File: config.mk
export PLATFORM = sky130hd
export DESIGN_NAME = axi_rd_arbiter_2to1_flat
export DESIGN_NICKNAME = d
export VERILOG_FILES = /design/src/rtl/axi_rd_arbiter_2to1_if.sv /design/src/rtl/axi_rd_arbiter_2to1.sv /design/src/flat_wrapper.sv
export SDC_FILE = /design/constraint.sdc
export NUM_CORES = 1
export LEC_CHECK = 0
export ABC_AREA = 0
export CORE_ASPECT_RATIO = 0.7
export CORE_MARGIN = 10
export CORE_UTILIZATION = 23
export CTS_BUF_LIST = sky130_fd_sc_hd__clkbuf_8
export CTS_CLUSTER_DIAMETER = 40
export DETAILED_ROUTE_END_ITERATION = 7
export PLACE_DENSITY = 0.83
export SYNTH_ARGS = -nofsm -noshare
export SYNTH_HDL_FRONTEND = slang
export SYNTH_SLANG_ARGS = --single-unit
File: constraint.sdc
create_clock -name ACLK -period 2.01 [get_ports ACLK]
set_clock_uncertainty 0.1 [all_clocks]
set_input_delay 0.3015 -clock ACLK [delete_from_list [all_inputs] [get_ports ACLK]]
set_output_delay 0.3015 -clock ACLK [all_outputs]
set_load 0.005 [all_outputs]
File: src/rtl/axi_rd_arbiter_2to1_if.sv
// ---------------------------------------------------------------------------
// axi_rd_arbiter_2to1_if
//   AXI read-channel bundle (AR + R) shared by the two arbiter masters and
//   the slave port.
//   Signals : ARADDR/ARLEN/ARID/ARVALID/ARREADY, RDATA/RRESP/RLAST/RID/
//             RVALID/RREADY.
//   Modports: master - drives AR* and RREADY (the requester side)
//             slave  - drives ARREADY and R*  (the responder side)
// ---------------------------------------------------------------------------
interface axi_rd_arbiter_2to1_if #(
    parameter int DATA_WIDTH = 32,
    parameter int ADDR_WIDTH = 32,
    parameter int ID_WIDTH   = 4
);
    logic [ADDR_WIDTH-1:0] ARADDR;
    logic [3:0]            ARLEN;
    logic [ID_WIDTH-1:0]   ARID;
    logic                  ARVALID;
    logic                  ARREADY;
    logic [DATA_WIDTH-1:0] RDATA;
    logic [1:0]            RRESP;
    logic                  RLAST;
    logic [ID_WIDTH-1:0]   RID;
    logic                  RVALID;
    logic                  RREADY;

    modport master (
        output ARADDR, ARLEN, ARID, ARVALID, RREADY,
        input  ARREADY, RDATA, RRESP, RLAST, RID, RVALID
    );

    modport slave (
        input  ARADDR, ARLEN, ARID, ARVALID, RREADY,
        output ARREADY, RDATA, RRESP, RLAST, RID, RVALID
    );
endinterface

File: src/rtl/axi_rd_arbiter_2to1.sv
// ---------------------------------------------------------------------------
// axi_rd_arbiter_2to1
//   Shares one AXI read port between two masters (m0 = LSU data reads,
//   m1 = instruction fetch). One transaction in flight at a time, held from
//   the AR handshake until the R beat carrying RLAST. Round-robin between
//   the masters; define AXI_ARB_FIXED_PRIO_EN to make m0 always win ties.
//
//   Ports:
//     ACLK    - clock
//     ARESET  - synchronous, active-high reset
//     m0, m1  - master-facing read channels (slave modport)
//     s       - slave-facing read channel (master modport)
//     grant   - one-hot owner {m1,m0}, 00 while idle
// ---------------------------------------------------------------------------
module axi_rd_arbiter_2to1 #(
    parameter int DATA_WIDTH = 32,
    parameter int ADDR_WIDTH = 32,
    parameter int ID_WIDTH   = 4
) (
    input  logic                    ACLK,
    input  logic                    ARESET,
    axi_rd_arbiter_2to1_if.slave    m0,
    axi_rd_arbiter_2to1_if.slave    m1,
    axi_rd_arbiter_2to1_if.master   s,
    output logic [1:0]              grant
);

    typedef enum logic [2:0] {
        IDLE = 3'b001,
        ADDR = 3'b010,
        DATA = 3'b100
    } state_t;

    state_t state_q, state_d;
    logic [1:0] grant_d;
`ifndef AXI_ARB_FIXED_PRIO_EN
    logic last_q, last_d;     // index of the master served most recently
`endif

    // Masters gathered into arrays so the routing is a plain index by owner.
    logic [1:0]                 ar_valid;
    logic [1:0][ADDR_WIDTH-1:0] ar_addr;
    logic [1:0][3:0]            ar_len;
    logic [1:0][ID_WIDTH-1:0]   ar_id;
    logic [1:0]                 r_ready;
    logic [1:0]                 r_vld;
    logic                       sel;      // owner index, valid in ADDR/DATA
    logic                       in_addr, in_data;
    logic                       pick_m1;

    assign ar_valid = {m1.ARVALID, m0.ARVALID};
    assign ar_addr  = {m1.ARADDR,  m0.ARADDR};
    assign ar_len   = {m1.ARLEN,   m0.ARLEN};
    assign ar_id    = {m1.ARID,    m0.ARID};
    assign r_ready  = {m1.RREADY,  m0.RREADY};

    assign sel     = grant[1];
    assign in_addr = (state_q == ADDR);
    assign in_data = (state_q == DATA);

`ifdef AXI_ARB_FIXED_PRIO_EN
    assign pick_m1 = ~ar_valid[0];
`else
    // On a tie the master not served last wins.
    assign pick_m1 = ar_valid[1] & (~ar_valid[0] | ~last_q);
`endif

    always_ff @(posedge ACLK) begin
        if (ARESET) begin
            state_q <= IDLE;
            grant   <= 2'b00;
`ifndef AXI_ARB_FIXED_PRIO_EN
            last_q  <= 1'b1;  // makes m0 win the first tie
`endif
        end else begin
            state_q <= state_d;
            grant   <= grant_d;
`ifndef AXI_ARB_FIXED_PRIO_EN
            last_q  <= last_d;
`endif
        end
    end

    always_comb begin
        state_d = state_q;
        grant_d = grant;
`ifndef AXI_ARB_FIXED_PRIO_EN
        last_d  = last_q;
`endif
        unique case (state_q)
            IDLE: begin
                if (|ar_valid) begin
                    state_d = ADDR;
                    grant_d = pick_m1 ? 2'b10 : 2'b01;
                end
            end
            // A master that drops ARVALID here leaves us parked in ADDR.
            ADDR: begin
                if (ar_valid[sel] && s.ARREADY)
                    state_d = DATA;
            end
            // Re-arbitration waits for the next IDLE cycle, so requests
            // arriving with the RLAST beat are seen one cycle later.
            DATA: begin
                if (s.RVALID && r_ready[sel] && s.RLAST) begin
                    state_d = IDLE;
                    grant_d = 2'b00;
`ifndef AXI_ARB_FIXED_PRIO_EN
                    last_d  = sel;
`endif
                end
            end
            default: begin
                state_d = IDLE;
                grant_d = 2'b00;
            end
        endcase
    end

    // Address channel: only the owner reaches the slave, only in ADDR.
    assign s.ARVALID  = in_addr & ar_valid[sel];
    assign s.ARADDR   = in_addr ? ar_addr[sel] : '0;
    assign s.ARLEN    = in_addr ? ar_len[sel]  : '0;
    assign s.ARID     = in_addr ? ar_id[sel]   : '0;
    assign m0.ARREADY = in_addr & grant[0] & s.ARREADY;
    assign m1.ARREADY = in_addr & grant[1] & s.ARREADY;

    // Read data channel: slave beats go to the owner only in DATA.
    assign s.RREADY = in_data & r_ready[sel];
    assign r_vld[0] = in_data & grant[0] & s.RVALID;
    assign r_vld[1] = in_data & grant[1] & s.RVALID;

    assign m0.RVALID = r_vld[0];
    assign m0.RDATA  = r_vld[0] ? s.RDATA : '0;
    assign m0.RRESP  = r_vld[0] ? s.RRESP : '0;
    assign m0.RID    = r_vld[0] ? s.RID   : '0;
    assign m0.RLAST  = r_vld[0] & s.RLAST;

    assign m1.RVALID = r_vld[1];
    assign m1.RDATA  = r_vld[1] ? s.RDATA : '0;
    assign m1.RRESP  = r_vld[1] ? s.RRESP : '0;
    assign m1.RID    = r_vld[1] ? s.RID   : '0;
    assign m1.RLAST  = r_vld[1] & s.RLAST;

endmodule

File: src/flat_wrapper.sv
// flat-port wrapper written by rule: the top's interface ports become plain ports
module axi_rd_arbiter_2to1_flat 
#(
    parameter int DATA_WIDTH = 32,
    parameter int ADDR_WIDTH = 32,
    parameter int ID_WIDTH   = 4
)
  (ACLK, ARESET, grant, m0_ARADDR, m0_ARLEN, m0_ARID, m0_ARVALID, m0_RREADY, m0_ARREADY, m0_RDATA, m0_RRESP, m0_RLAST, m0_RID, m0_RVALID, m1_ARADDR, m1_ARLEN, m1_ARID, m1_ARVALID, m1_RREADY, m1_ARREADY, m1_RDATA, m1_RRESP, m1_RLAST, m1_RID, m1_RVALID, s_ARADDR, s_ARLEN, s_ARID, s_ARVALID, s_RREADY, s_ARREADY, s_RDATA, s_RRESP, s_RLAST, s_RID, s_RVALID);
  axi_rd_arbiter_2to1_if #(.DATA_WIDTH(DATA_WIDTH), .ADDR_WIDTH(ADDR_WIDTH), .ID_WIDTH(ID_WIDTH)) m0_i ();
  axi_rd_arbiter_2to1_if #(.DATA_WIDTH(DATA_WIDTH), .ADDR_WIDTH(ADDR_WIDTH), .ID_WIDTH(ID_WIDTH)) m1_i ();
  axi_rd_arbiter_2to1_if #(.DATA_WIDTH(DATA_WIDTH), .ADDR_WIDTH(ADDR_WIDTH), .ID_WIDTH(ID_WIDTH)) s_i ();
  input  logic ACLK;
  input  logic ARESET;
  output logic [1:0] grant;
  input wire logic [$bits(m0_i.ARADDR)-1:0] m0_ARADDR;
  input wire logic [$bits(m0_i.ARLEN)-1:0] m0_ARLEN;
  input wire logic [$bits(m0_i.ARID)-1:0] m0_ARID;
  input wire logic [$bits(m0_i.ARVALID)-1:0] m0_ARVALID;
  input wire logic [$bits(m0_i.RREADY)-1:0] m0_RREADY;
  output wire logic [$bits(m0_i.ARREADY)-1:0] m0_ARREADY;
  output wire logic [$bits(m0_i.RDATA)-1:0] m0_RDATA;
  output wire logic [$bits(m0_i.RRESP)-1:0] m0_RRESP;
  output wire logic [$bits(m0_i.RLAST)-1:0] m0_RLAST;
  output wire logic [$bits(m0_i.RID)-1:0] m0_RID;
  output wire logic [$bits(m0_i.RVALID)-1:0] m0_RVALID;
  input wire logic [$bits(m1_i.ARADDR)-1:0] m1_ARADDR;
  input wire logic [$bits(m1_i.ARLEN)-1:0] m1_ARLEN;
  input wire logic [$bits(m1_i.ARID)-1:0] m1_ARID;
  input wire logic [$bits(m1_i.ARVALID)-1:0] m1_ARVALID;
  input wire logic [$bits(m1_i.RREADY)-1:0] m1_RREADY;
  output wire logic [$bits(m1_i.ARREADY)-1:0] m1_ARREADY;
  output wire logic [$bits(m1_i.RDATA)-1:0] m1_RDATA;
  output wire logic [$bits(m1_i.RRESP)-1:0] m1_RRESP;
  output wire logic [$bits(m1_i.RLAST)-1:0] m1_RLAST;
  output wire logic [$bits(m1_i.RID)-1:0] m1_RID;
  output wire logic [$bits(m1_i.RVALID)-1:0] m1_RVALID;
  output wire logic [$bits(s_i.ARADDR)-1:0] s_ARADDR;
  output wire logic [$bits(s_i.ARLEN)-1:0] s_ARLEN;
  output wire logic [$bits(s_i.ARID)-1:0] s_ARID;
  output wire logic [$bits(s_i.ARVALID)-1:0] s_ARVALID;
  output wire logic [$bits(s_i.RREADY)-1:0] s_RREADY;
  input wire logic [$bits(s_i.ARREADY)-1:0] s_ARREADY;
  input wire logic [$bits(s_i.RDATA)-1:0] s_RDATA;
  input wire logic [$bits(s_i.RRESP)-1:0] s_RRESP;
  input wire logic [$bits(s_i.RLAST)-1:0] s_RLAST;
  input wire logic [$bits(s_i.RID)-1:0] s_RID;
  input wire logic [$bits(s_i.RVALID)-1:0] s_RVALID;
  assign m0_i.ARADDR = m0_ARADDR;
  assign m0_i.ARLEN = m0_ARLEN;
  assign m0_i.ARID = m0_ARID;
  assign m0_i.ARVALID = m0_ARVALID;
  assign m0_i.RREADY = m0_RREADY;
  assign m0_ARREADY = m0_i.ARREADY;
  assign m0_RDATA = m0_i.RDATA;
  assign m0_RRESP = m0_i.RRESP;
  assign m0_RLAST = m0_i.RLAST;
  assign m0_RID = m0_i.RID;
  assign m0_RVALID = m0_i.RVALID;
  assign m1_i.ARADDR = m1_ARADDR;
  assign m1_i.ARLEN = m1_ARLEN;
  assign m1_i.ARID = m1_ARID;
  assign m1_i.ARVALID = m1_ARVALID;
  assign m1_i.RREADY = m1_RREADY;
  assign m1_ARREADY = m1_i.ARREADY;
  assign m1_RDATA = m1_i.RDATA;
  assign m1_RRESP = m1_i.RRESP;
  assign m1_RLAST = m1_i.RLAST;
  assign m1_RID = m1_i.RID;
  assign m1_RVALID = m1_i.RVALID;
  assign s_ARADDR = s_i.ARADDR;
  assign s_ARLEN = s_i.ARLEN;
  assign s_ARID = s_i.ARID;
  assign s_ARVALID = s_i.ARVALID;
  assign s_RREADY = s_i.RREADY;
  assign s_i.ARREADY = s_ARREADY;
  assign s_i.RDATA = s_RDATA;
  assign s_i.RRESP = s_RRESP;
  assign s_i.RLAST = s_RLAST;
  assign s_i.RID = s_RID;
  assign s_i.RVALID = s_RVALID;
  axi_rd_arbiter_2to1 #(.DATA_WIDTH(DATA_WIDTH), .ADDR_WIDTH(ADDR_WIDTH), .ID_WIDTH(ID_WIDTH)) u_core (.ACLK(ACLK), .ARESET(ARESET), .m0(m0_i), .m1(m1_i), .s(s_i), .grant(grant));
endmodule
==> results.ini, run 1 <==
[yosys]
synth_top_family_by_area=simple AND/OR/NAND/NOR gates
synth-edff-count=0
synthDistinctLibCells=29
yosys_warnings=0
synth_cells=236
synth_flop_cell=dfxtp_1
muxShareOfSynthArea_pct=26.5
synth_seq_area_share_pct=7.56
synth_fa_ha_area_share_pct=0
synth_nets=363
synth_area_um2=1590
synth_compound_area_share_pct=8.50
syn_area_per_cell_um2=6.73
yosys.area_share.simple_pct=49.8
synth-xor-area-share_pct=0
synthArstFlopShare_pct=0
ys_seq_elements=6

[sta]
period_needed_ns=2.03
worst_slack_ns=-0.0227
fmax_mhz=492
setup_viol=1
drv_slew=0
worst_slew_pin_slew_ns=0.284
maxSlewHeadroom_pct=81.1
post-route-period-util_pct=101
rsz0062_at_grt=true
hold_viol=0
tns_ns=-0.0227

[run]
maxCapViolations=0

[status]
status=finished, violations left
violations=setup timing

[worst_setup_path]
critPathMaxStageDelay_ns=0.51
path_class=reg2out
crit_family=simple AND/OR/NAND/NOR gates
rr_startpoint=u_core.state_q[1]
r2r-end=u_core.grant[1]
reg2regPathDepth=5
cp_slowest_cell=or3b_4
cp-end-kind=output pin
path_cells=or3b_4 -> buf_16 -> buf_4 -> nor2_2 -> clkbuf_2
required_ns=1.61
r2r_slack_ns=0.41
critPathMaxFanout=8
timing.critical_path.buf_inv=3
start_kind=register
cp-startpoint=u_core.state_q[1]
arrival_ns=1.63
crit_cells=5
critPathCapture=s_ARADDR[12]

[die]
coreArea_um2=6730
num_rows=25
start_util_pct=23.6
die_y_um=89.5
die_w_um=119
dieArea_um2=10700
io_pins=253

[layout]
nNetsFinal=631
drive_gt1_share_pct=33.7
syn2layout_area_growth_pct=157
diodes=0

[routing]
drc=0
dr.pass1.iters=5
vias_per_cell=4.44
routed_wirelength_um=12000
avgRoutedWirePerCell_um=20.2
drtIter0Drc=127
antenna_left=0
vias=2646

[grt]
grt_usage_pct=19.1
grt_pass1_wl_um=16100
grt.overflow.total=0
grt_max_degree=26
grt_pass1_vias=2531
antenna_found_initial=0

[clock_tree]
clock_latency_ns=0.22
cts_root_buffer=clkbuf_8
cts_buffers=3
clkSlewWorstSetupHoldPaths_ns=0.04
cts_tree=done
htreeDepth=1
clk_path_buf_depth=2
hold_buffers=0
cts_sinks=6

[power]
powerDensity_nw_per_um2=223
p_total_w=0.000911
p_leak_nw=1.94
ir_drop_mv=0.167

[placement]
gp_congestion=0.826
dp_hpwl_um=9330
dp_slack_ns=-0.297
port_buffers=252

[hold_path]
hold_class=reg2reg

==> cell usage after synthesis (2+ instances only) <==
library cell,instances,area share [%]
o21bai_1,2,0.94
buf_4,2,0.94
nor2b_1,3,1.2
buf_2,17,5.4
o21ai_0,4,1.3
and3_1,5,2.0
dfxtp_1,6,7.6
inv_1,2,0.47
nor2_1,46,11
mux2i_1,42,26
o31ai_1,2,0.94
and2_1,78,31
nand2_1,6,1.4
a21oi_1,6,1.9
==> state kept, by name (all words and copies together) (netlist names) <==
| register | flops |
|---|---|
| u_core.grant | 2 |
| u_core.last_q | 1 |
| u_core.state_q | 3 |
==> area by class of cell <==
class / count / area (um2)
clock buffer: 3 / 41.3
fill: 648 / 2640
multi-input combinational: 207 / 1370
tap: 94 / 118
inverter: 3 / 11.3
sequential: 6 / 128
timing repair buffer: 283 / 2410
==> worst reg2reg max path: cells and delay by family, from the launching register on <==
family	cells	cell delay (ns)
and+or+nand+nor	2	0.58
DFF	1	0.37
AOI/OAI and AO/OA	2	0.26
buffers and inverters	1	0.21
==> how the worst min path moves through the flow <==
| stage | start | to | slack (ns) | depth (start not counted) |
|---|---|---|---|---|
| final | u_core.last_q | u_core.last_q | 0.48 | 2 |
| after global routing | u_core.state_q[2] | u_core.state_q[1] | 0.52 | 2 |
| after CTS | u_core.last_q | u_core.last_q | 0.48 | 2 |
| after detailed placement | u_core.last_q | u_core.last_q | 0.47 | 2 |
| after global placement | u_core.last_q | u_core.last_q | 0.46 | 2 |
| after floorplan | ARESET | u_core.grant[1] | 0.27 | 1 |
==> cells in the final DEF, fill, tap and decap left out, types with 3 or more instances in the layout <==
cell type	n
nor2b_1	3
nor2_1	42
dlygate4sd2_1	6
and3_1	3
clkbuf_16	5
clkbuf_8	3
nand2_1	6
buf_12	5
o21ai_0	4
buf_6	4
clkbuf_2	91
nor2_2	4
buf_16	4
buf_2	25
buf_4	14
clkdlybuf4s50_1	127
dfxtp_2	3
and2_1	76
a21oi_1	6
mux2i_1	42
==> metal layers <==
metal  wire length (um)  global-route usage (%)  up-vias
met2               6520                    37.6       85
met5                  0                       0        -
met1               4910                    21.5     1232
met3                488                    3.41       11
li1                   -                       -     1318
met4                104                    3.28        0
==> report_power, final <==
group          internal [W]  switching, W  total (W)
logic              0.000379      0.000201   0.000580
registers          0.000133     0.0000161   0.000149
clock network      0.000129     0.0000536   0.000182
==> repair_timing <==
item / 4_1_cts / 5_1_grt
endpoints found under the setup margin: 124 / 117
gates resized for setup: 202 / 211
pin swaps: 4 / 1
buffers inserted: 3 / 1
gates cloned: 6 / 6
==> through the flow <==
step | cell area [um2] | std cells | util [%] | hold slack, ns
after floorplan | 1590 | 236 | - | 0.266
after global placement | 4310 | 579 | 64.1 | 0.462
after detailed placement | 4310 | 579 | 64.1 | 0.468
after CTS | 4340 | 591 | 64.5 | 0.481
after global routing | 4090 | 596 | 60.8 | 0.520
final | 4090 | 596 | 60.8 | 0.481
==> logic make-up after synthesis <==
family / Yosys count
multiplexers: 42
AND/OR/NAND/NOR: 145
buffers and inverters: 23
flip-flops: 6
AO/OA/AOI/OAI: 20
(Power assumes the default switching activity.)
==> run 2, diff against run 1 <==
--- a/config.mk
+++ b/config.mk
@@ -6,13 +6,12 @@
 export NUM_CORES = 1
 export LEC_CHECK = 0
 export ABC_AREA = 0
-export CORE_ASPECT_RATIO = 0.7
-export CORE_MARGIN = 10
-export CORE_UTILIZATION = 23
+export CORE_AREA = 3 3 98 100
 export CTS_BUF_LIST = sky130_fd_sc_hd__clkbuf_8
 export CTS_CLUSTER_DIAMETER = 40
 export DETAILED_ROUTE_END_ITERATION = 7
-export PLACE_DENSITY = 0.83
+export DIE_AREA = 0 0 101 103
+export PLACE_DENSITY = 0.67
 export SYNTH_ARGS = -nofsm -noshare
 export SYNTH_HDL_FRONTEND = slang
 export SYNTH_SLANG_ARGS = --single-unit
==> run 2 against run 1 <==
The flow still finishes with violations (setup timing). Count of clock-buffer cells in the layout unchanged. First-iteration DRC count decreased by 72%. Flip-flop and latch count unchanged. Critical endpoint is now s_ARID[0]. Largest power group unchanged.
==> results.ini, run 2 (synthesis gave the netlist of run 1 again) <==
[status]
status=finished, violations left
violations=setup timing

[clock_tree]
htreeDepth=1
clk_path_buf_depth=2
cts_root_buffer=clkbuf_8
cts_tree=done
clock_latency_ns=0.23
clkSlewWorstSetupHoldPaths_ns=0.03
cts_sinks=6
hold_buffers=0
cts_buffers=3

[routing]
dr.pass1.iters=4
drtIter0Drc=35
vias_per_cell=4.33
routed_wirelength_um=9770
antenna_left=0
drc=0
vias=2675
avgRoutedWirePerCell_um=15.8

[die]
coreArea_um2=8760
start_util_pct=18.1
dieArea_um2=10400
io_pins=253
num_rows=34
die_w_um=101
die_y_um=103

[power]
switchingPower_w=0.000274
ir_drop_mv=0.155
pwr-share-clk_pct=19.8
combPwrFrac_pct=64.3
powerDensity_nw_per_um2=213
p_leak_nw=1.95
p_seq_share_pct=15.9
p_sw_share_pct=29.5
internal_power_w=0.000656

[worst_setup_path]
path_class=reg2out
cp-end-kind=output pin
start_kind=register
required_ns=1.61
rr_startpoint=u_core.state_q[2]
r2r_slack_ns=0.03
reg2regPathDepth=12
arrival_ns=1.63
r2r-end=u_core.state_q[2]
critPathMaxFanout=7

[hold_path]
hold_class=reg2reg
hold_path_depth=2
hold_end=u_core.last_q
min_from=u_core.last_q

[sta]
maxSlewHeadroom_pct=79.0
post-route-period-util_pct=101
hold_slack_ns=0.507
worst_slack_ns=-0.0239
setup_viol=3
worst_slew_pin_slew_ns=0.306
rsz0062_at_grt=true
hold_viol=0
fmax_mhz=492
period_needed_ns=2.03
drv_slew=0

[layout]
diodes=0
final_common_cell=clkdlybuf4s50_1
drive_gt1_share_pct=25.9
fill_cells=885
final_cell_area_um2=4370
fin_util_pct=49.9
largest_reg_flops=3
largest_registers=u_core.state_q (3), u_core.grant (2), u_core.last_q (1)
syn2layout_area_growth_pct=175
largest-register=u_core.state_q
layout_common_cells=clkdlybuf4s50_1 (127), and2_1 (77), clkbuf_2 (56), clkdlybuf4s15_1 (47), mux2i_1 (42)
nNetsFinal=639

[placement]
dp_slack_ns=-0.277
dp_hpwl_um=7690
post_dp_cell_area_um2=4360
port_buffers=252
gp_congestion=0.904

[grt]
grt_usage_pct=16.2
grt_max_degree=22
grt_pass1_wl_um=13200
grt_pass1_vias=2551
antenna_found_initial=0
grt.overflow.total=0

[run]
maxCapViolations=0

==> run 2: worst max-delay path by stage <==
stage / start / end / slack [ns]
after floorplan: u_core.state_q[0] / s_ARADDR[0] / 0.42
after global placement: s_RVALID / m1_RDATA[22] / -0.26
after detailed placement: s_RVALID / m1_RDATA[13] / -0.28
after CTS: u_core.state_q[1] / s_ARID[0] / -0.07
after global routing: u_core.state_q[1] / s_ARID[0] / -0.06
final: u_core.state_q[1] / s_ARID[0] / -0.02
==> run 2: layer usage <==
| metal | vias to the layer above | GRT usage (%) | routed length [um] |
|---|---|---|---|
| met5 | - | 0 | 0 |
| met2 | 158 | 32.5 | 5340 |
| met1 | 1173 | 15.4 | 3240 |
| li1 | 1334 | - | - |
| met3 | 10 | 4.74 | 1030 |
| met4 | 0 | 5.83 | 170 |
==> run 2: worst max-delay path: stages (launching register included) <==
cell and delay, ns:
dfxtp_4 0.36, or3b_4 0.49, buf_16 0.18, buf_12 0.14, nor2_2 0.11, buf_2 0.13
==> run 2: timing repair <==
item,in CTS,in global routing
gates resized for setup,185,176
buffers inserted,10,1
endpoints found under the setup margin,124,99
pin swaps,2,6
gates cloned,4,3
==> run 2: power by group through the flow <==
| stage | Sequential [W] | Combinational (W) | Clock, W |
|---|---|---|---|
| global placement | 0.000146 | 0.000547 | 0 |
| CTS | 0.000147 | 0.000577 | 0.000188 |
| floorplan | 0.000142 | 0.000174 | 0 |
| detailed placement | 0.000146 | 0.000553 | 0 |
| global route | 0.000149 | 0.000641 | 0.000191 |
| finish | 0.000148 | 0.000598 | 0.000184 |
==> run 2: cell type report <==
type | instances | area, um2 | area share (%)
repair buffers | 291 | 2660 | 60.8
multi-input cells | 207 | 1400 | 32.0
well taps | 108 | 135 | 3.09
flip-flops and latches | 6 | 128 | 2.92
clock buffers | 3 | 41.3 | 0.945
inverters | 3 | 11.3 | 0.258
==> run 2: metrics by stage <==
stage                     total power [W]  setup TNS [ns]  cells
after global routing             0.000982          -0.318    618
after global placement           0.000693          -18.16    597
final                            0.000930         -0.0377    618
after floorplan                  0.000316               0    236
after detailed placement         0.000699          -19.24    597
after CTS                        0.000911          -0.252    614
==> run 3, diff against run 2 <==
--- a/config.mk
+++ b/config.mk
@@ -15,3 +15,4 @@
 export SYNTH_ARGS = -nofsm -noshare
 export SYNTH_HDL_FRONTEND = slang
 export SYNTH_SLANG_ARGS = --single-unit
+export TNS_END_PERCENT = 50
==> run 3 against run 2 <==
The run still ends with setup timing left. Core utilization rose by 0.71 points. Critical path depth is 2 higher. First-iteration DRC count grew 8.6%. Non-clock buffer count grew 3. Clock power is essentially flat. Worst hold slack worse by 0.022 ns. Count of clock-buffer cells in the layout did not move. Largest cell class unchanged. Largest power group unchanged.
==> results.ini, run 3 (synthesis gave the netlist of run 1 again) <==
[worst_setup_path]
cp-end-kind=output pin
critPathMaxFanout=7
start_kind=register
critPathMaxStageDelay_ns=0.35
path_class=reg2out
crit_path_frequent_cell=buf_4
path_cells=nor3_4 -> buf_4 -> and3_4 -> clkbuf_16 -> buf_4 -> and2_1 -> buf_2
required_ns=1.61
cp_slowest_cell=dfxtp_4
arrival_ns=1.74
crit_family=simple AND/OR/NAND/NOR gates
timing.critical_path.buf_inv=4
r2r_slack_ns=0.43

[routing]
wl_met2_um=5370
vias_per_cell=4.37
m1WireLength_um=3210
antenna_left=0
drc=0
top_layer=met4
drtIter0Drc=38
dr_wl_met3_um=1100
avgRoutedWirePerCell_um=15.9
routed_wirelength_um=9900
dr.pass1.iters=4
vias=2714

[layout]
final_common_cell=clkdlybuf4s50_1
regArea_um2=130
largest_registers=u_core.state_q (3), u_core.grant (2), u_core.last_q (1)
syn2layout_area_growth_pct=179
diodes=0
largest_reg_flops=3
layout_common_cells=clkdlybuf4s50_1 (127), clkbuf_2 (63), and2_1 (62), nor2_1 (44), mux2i_1 (42)
fill_cells=865
drive_gt1_share_pct=32.9
nNetsFinal=642
multiInputGateArea_um2=1420
largest-register=u_core.state_q
fin_cells=621

[run]
maxCapViolations=0

[sta]
period_needed_ns=2.14
rsz0062_at_grt=true
worst_slew_pin_slew_ns=0.327
hold_viol=0
maxSlewHeadroom_pct=78.0
post-route-period-util_pct=106
worst_slack_ns=-0.127
hold_slack_ns=0.486
fmax_mhz=468
setup_viol=41
drv_slew=0
tns_ns=-1.78

[status]
status=finished, violations left
violations=setup timing

[grt]
antenna_found_initial=0
grt_usage_pct=15.1
grt_pass1_vias=2433
grt_pass1_wl_um=12400
grt.overflow.total=0
grt_max_degree=43

[die]
num_rows=34
start_util_pct=18.1
coreArea_um2=8760
dieArea_um2=10400
die_w_um=101
io_pins=253
die_y_um=103

[placement]
dp_hpwl_um=7690
port_buffers=252
dp_slack_ns=-0.277
gp_congestion=0.904
dp_cells=597

[power]
p_total_w=0.000870
powerDensity_nw_per_um2=196
p_leak_nw=2.17
ir_drop_mv=0.156

[clock_tree]
clkSlewWorstSetupHoldPaths_ns=0.03
cts_buffers=3
cts_sinks=6
clk_path_buf_depth=2
htreeDepth=1
cts_root_buffer=clkbuf_8
clock_latency_ns=0.23
cts_tree=done

[hold_path]
hold_class=reg2reg

[run 3: cell count changes in the layout (fill, tap and decap cells not counted), moves of 4 or more]
cell / delta
buf_6: +18
clkbuf_16: +4
dlygate4sd2_1: +12
and2_1: -15
dlymetal6s2s_1: +7
clkbuf_2: +7
and2_4: +15
clkdlybuf4s15_1: -40
[run 3: power breakdown]
group	switching [W]	total, W	internal [W]
logic	0.000185	0.000542	0.000357
clock network	0.0000534	0.000182	0.000129
registers	0.0000138	0.000146	0.000132
[run 3: routing by layer]
metal	global-route usage [%]	vias up
met5	0	-
met4	5.73	0
li1	-	1338
met1	14.5	1198
met3	4.74	12
met2	29.7	166
[run 3: stage by stage]
step,instance area (um2),util (%)
floorplan,1590,-
global placement,4360,49.7
detailed placement,4360,49.7
CTS,4310,49.1
global route,4430,50.6
finish,4430,50.6
[run 3: final timing paths]
check / startpoint / endpoint / depth (start not counted)
max: u_core.state_q[1] / m1_RDATA[27] / 7
min: u_core.last_q / u_core.last_q / 2
max reg2reg: u_core.state_q[2] / u_core.state_q[2] / 6
min reg2reg: u_core.last_q / u_core.last_q / 2
[run 3: what timing repair did]
action / in CTS / in global routing
cloned: 1 / 8
endpoints found under the setup margin: 124 / 88
hold buffers: 0 / 0
resized for setup: 130 / 267
pin swaps: 2 / 12
buffers inserted: 0 / 12
[run 3: area by class of cell]
type | count | share of cell area (%)
repair buffers | 294 | 60.9
multi-input cells | 207 | 32.0
well taps | 108 | 3.05
flip-flops and latches | 6 | 2.94
clock buffers | 3 | 0.932
inverters | 3 | 0.254
[run 3: worst register-to-register path, stage by stage, from the launching register on]
cell	delay (ns)
dfxtp_4	0.33
buf_4	0.14
buf_4	0.15
nor2b_1	0.24
nand2_1	0.12
a2bb2oi_1	0.14
a221oi_1	0.26
